**src/rtl/joypad_port.sv**
```systemverilog
`default_nettype none
// ============================================================================
// Module   : joypad_port
// Brief    : Two NES-style 4021 pads: sync, debounce, strobe-load, serial read.
// Revision : 1.0
// ============================================================================
module joypad_port #(
    parameter int DEBOUNCE_CYCLES = 50000,
    parameter bit PRESSED_HIGH    = 1'b1
) (
    input  logic       I_clock,
    input  logic       I_reset,
    input  logic [7:0] I_GPIO_data,
    input  logic [1:0] I_GPIO_rden,
    output logic [1:0] O_GPIO_data,
    input  logic [7:0] I_pad0_buttons,
    input  logic [7:0] I_pad1_buttons
);

    localparam int             CNT_W   = (DEBOUNCE_CYCLES > 1) ? $clog2(DEBOUNCE_CYCLES) : 1;
    localparam logic [CNT_W-1:0] CNT_MAX = CNT_W'(DEBOUNCE_CYCLES - 1);
    localparam logic [15:0]    POLARITY = {16{~PRESSED_HIGH}};

    logic [15:0]      pins;
    logic [15:0]      sync_meta;
    logic [15:0]      sync_stable;
    logic [15:0]      active;
    logic [CNT_W-1:0] tick_count;
    logic             tick;
    logic [15:0]      prev_sample;
    logic [15:0]      debounced;
    logic [15:0]      accept;
    logic [1:0]       rden_q;
    logic [1:0]       rden_fall;
    logic             strobe;
    logic [7:0]       shift_reg [2];

    // Only bit 0 of the written value carries meaning.
    logic unused_gpio_bits;
    assign unused_gpio_bits = &{1'b0, I_GPIO_data[7:1]};

    assign pins   = {I_pad1_buttons, I_pad0_buttons};
    assign strobe = I_GPIO_data[0];

    always_ff @(posedge I_clock or posedge I_reset) begin
        if (I_reset) begin
            sync_meta   <= '0;
            sync_stable <= '0;
        end else begin
            sync_meta   <= pins;
            sync_stable <= sync_meta;
        end
    end

    assign active = sync_stable ^ POLARITY;

    always_ff @(posedge I_clock or posedge I_reset) begin
        if (I_reset) begin
            tick_count <= '0;
        end else if (tick) begin
            tick_count <= '0;
        end else begin
            tick_count <= tick_count + 1'b1;
        end
    end

    assign tick = (tick_count == CNT_MAX);

    // A pin is accepted only when two consecutive tick samples agree.
    assign accept = ~(active ^ prev_sample);

    always_ff @(posedge I_clock or posedge I_reset) begin
        if (I_reset) begin
            prev_sample <= '0;
            debounced   <= '0;
        end else if (tick) begin
            prev_sample <= active;
            debounced   <= (active & accept) | (debounced & ~accept);
        end
    end

    always_ff @(posedge I_clock or posedge I_reset) begin
        if (I_reset) begin
            rden_q <= '0;
        end else begin
            rden_q <= I_GPIO_rden;
        end
    end

    // Shift at the end of an access so the core sees a stable bit throughout.
    assign rden_fall = rden_q & ~I_GPIO_rden;

    generate
        for (genvar p = 0; p < 2; p++) begin : g_pad
            always_ff @(posedge I_clock or posedge I_reset) begin
                if (I_reset) begin
                    shift_reg[p] <= 8'h00;
                end else if (strobe) begin
                    shift_reg[p] <= debounced[8*p +: 8];
                end else if (rden_fall[p]) begin
                    shift_reg[p] <= {1'b1, shift_reg[p][7:1]};
                end
            end

            assign O_GPIO_data[p] = shift_reg[p][0];
        end
    endgenerate

endmodule
`default_nettype wire

```
**config.mk**
```make
export PLATFORM = sky130hd
export DESIGN_NAME = joypad_port
export DESIGN_NICKNAME = d
export VERILOG_FILES = /design/src/rtl/joypad_port.sv
export SDC_FILE = /design/constraint.sdc
export NUM_CORES = 1
export LEC_CHECK = 0
export ABC_AREA = 1
export BUFFER_PORTS_ARGS = -buffer_cell sky130_fd_sc_hd__buf_2
export CORE_ASPECT_RATIO = 0.6
export CORE_MARGIN = 3
export CORE_UTILIZATION = 50
export DETAILED_ROUTE_END_ITERATION = 16
export GPL_TIMING_DRIVEN = 1
export HOLD_SLACK_MARGIN = 0.02
export PLACE_DENSITY_LB_ADDON = 0.08
export SLEW_MARGIN = 20
export SYNTH_ARGS = -nofsm -noshare
export SYNTH_HDL_FRONTEND = slang
export SYNTH_SLANG_ARGS = --single-unit
```
**constraint.sdc**
```tcl
create_clock -name I_clock -period 2.9 [get_ports I_clock]
set_input_delay 0.435 -clock I_clock [delete_from_list [all_inputs] [get_ports I_clock]]
set_output_delay 0.435 -clock I_clock [all_outputs]
set_load 0.03 [all_outputs]
```
==> impl_results.md <==
- Status: complete, no violations
- R2R setup slack: 1090 ps
- Most frequent cells in the layout: nand2_1 (122), dfrtp_1 (98), nor2_1 (58)
- Synth cell types: 29
- Die area: 9330 µm²
- Setup-failing EPs final: 0
- Slowest cell on crit path: dfrtp_1
- Logic pwr share: 3.8%
- Hold Crit Class: input pin to flip-flop
- Switching power: 598 µW
- Max capacitance violation total: 0
- Syn_nets: 481
- CP top delay family: simple AND/OR/NAND/NOR gates
- Die Height: 76.0 µm
- Post-route design area: 4590 µm²
- FF-to-FF End: prev_sample[4]$_DFFE_PP0N_
- CP Capture Type: flip-flop
- Num CTS Buffers: 9
- P_int: 2200 µW
- Critical path buffers and inverters: 1
- Vias in the first global route: 2799
- Final nets: 503
- Post-layout util: 60.5%
- CP peak stage delay: around 400 ps
- Place WS: 1070 ps
- WL per Instance: between 10 and 15 µm
- Slew Viols, Final: 0
- Worst skew pair latency: 340 ps
- Postcts setup bufs: 0
- Clock root cell: clkbuf_16
- Net Sw Frac: 21.4%
- Critical Path Source: tick_count[0]$_DFF_PP0_
- Crit path kind: flip-flop to flip-flop
- DR pass1 iterations: 4
- Final period util: 62.5%
- HPWL Detailed: 4990 µm
- Setup TNS: 0 ps
- GRT Util Overall: 18.5%
- RSZ-0062 raised after global routing: no
- Gr ovfl total: 0
- Critical path depth in cells: 6
- Mapped Area: 4090 µm²
- Sink Count: 98
- Critical-path cell list: ha_1 -> nand3_2 -> nor2_4 -> buf_4 -> nand3_1 -> and2_1
- DR iter-0 viols: approximately 230
- DP Area: 4280 µm²
- Ant diodes: 0
- Worst Setup Start Kind: flip-flop
- TritonCTS clock tree: built
- Worst-path fanout max: 14
- Clock-pin slew of the registers on the worst-case setup and hold paths: 60 ps
- Synth Register Bits: 98
- Worst EP required: 3140 ps
- Max frequency: roughly 0.55 GHz
- Final hold slack: 192 ps
- Leakage: 0.00238 µW
- Minimum clock period: 1810 ps
- DR vias: 2866
- Arrival @ worst endpoint: between 2000 and 2500 ps
- Hold buffers post-CTS: 0
- I/O pin cnt: 30
- Peak supply drop: 0.000372 V
- First-pass GRT wire length: 13300 µm
- Worst-Margin Slew: 531 ps
- Post-cts resize count: 0
- Hold Vio Cnt, Final: 0
- Final Skew: between 4 and 5 ps
- Layout cell share with drive strength beyond 1: 12.3%
- Yosys warnings: 0
- Initial antenna violation count: 0
- CTS max path bufs: 2
- Reg2Reg Depth: 6
- Reg2reg start: tick_count[0]$_DFF_PP0_
- DRC Markers: 0
- Sequential cell area fraction in the yosys report: 60.0%
- Clock share of power: 44.8%
- Seq pwr share: between 50% and 60%
- Final WS setup: around 1100 ps
- DIE WIDTH: between 100 and 150 µm
- Setup crit end: prev_sample[4]$_DFFE_PP0N_
- Initial Util: 53.8%
- Std-Cell Rows: 24
- Htree depth: 3
- Relative slew slack: about 65%
- Buffers on Ports: 22
- Antenna Violating Nets Remaining: 0
- Syn Area/Cell: ~9.0 µm²
- Largest net degree at the start of global routing: a little under 100
- Placeable Area: 7600 µm²
- Post-Synthesis Cells: about 450
- Most common cell after layout, fill and taps aside: nand2_1
- Vias/cell: about 4.9
- Gpl congestion: 0.936
- Power Density: 609 nW/µm²
- Syn-to-layout area delta: 12.5%
- Routed Wire Length: 7600 µm
## routing by layer
layer	global-route usage, %	vias to the layer above	share of wire, %
li1	-	1440	-
met5	0	-	0
met4	7.37	0	1.7
met1	26.8	1344	52
met3	5.86	15	4.8
met2	25.7	67	42
## through the flow
stage | cells | power [µW]
floorplan | 452 | 1530
global placement | 567 | 1570
detailed placement | 567 | 1570
CTS | 583 | 2850
global route | 583 | 2920
finish | 583 | 2800
## power groups by stage
stage	registers, µW	logic [µW]	clock network, µW
finish	1440	106	1260
global route	1440	122	1360
CTS	1440	109	1300
detailed placement	1460	108	0
global placement	1460	104	0
floorplan	1460	77.8	0
## layout make-up
| cell class | count | area [µm²] |
|---|---|---|
| fill | 651 | 3000 |
| sequential | 98 | 2450 |
| multi-input combinational | 284 | 1330 |
| clock buffer | 9 | 225 |
| inverter | 56 | 214 |
| timing repair buffer | 25 | 145 |
| tap | 104 | 130 |
| clock inverter | 7 | 93.8 |
## worst min path at each step
stage / from / endpoint / slack [ps] / depth (start not counted)
final: I_pad0_buttons[3] / sync_meta[3]$_DFF_PP0_ / 190 / 1
after global placement: sync_meta[7]$_DFF_PP0_ / active[7]$_DFF_PP0_ / 330 / 0
after global routing: I_pad0_buttons[7] / sync_meta[7]$_DFF_PP0_ / 170 / 1
after floorplan: sync_meta[0]$_DFF_PP0_ / active[0]$_DFF_PP0_ / 330 / 0
after detailed placement: sync_meta[1]$_DFF_PP0_ / active[1]$_DFF_PP0_ / 330 / 0
after CTS: I_pad1_buttons[4] / sync_meta[12]$_DFF_PP0_ / 170 / 1
## kinds of logic after synthesis
| group | Yosys count | synth area share (%) |
|---|---|---|
| AO/OA/AOI/OAI | 25 | 3.74 |
| XOR/XNOR | 6 | 1.29 |
| adder cells (fa/ha/maj) | 1 | 0.306 |
| buffers and inverters | 70 | 7.32 |
| flip-flops | 98 | 60.0 |
| AND/OR/NAND/NOR | 252 | 27.3 |
## cell usage after synthesis
cell        n  area (µm²)
a21oi_1     3        15.0
a31oi_1    12        75.1
and2_1     11        68.8
buf_2       7        35.0
buf_4       3        22.5
buf_6       2        22.5
clkbuf_1    1        3.75
clkbuf_2    1        5.00
dfrtp_1    98        2450
ha_1        1        12.5
inv_1      54         203
inv_2       2        7.51
nand2_1   122         458
nand2_2     2        12.5
nand2_4     1        11.3
nand3_1    36         180
nand3_2     2        20.0
nand4_1    10        62.6
nor2_1     58         218
nor2_2      1        6.26
nor2_4      2        22.5
nor2_8      1        20.0
nor3_1      1        5.00
o21ai_0     6        30.0
o21ai_2     1        8.76
o21bai_1    2        15.0
o221ai_1    1        8.76
or2_2       5        31.3
xor2_1      6        52.6
Note: power is estimated with default switching activity, not from simulation.
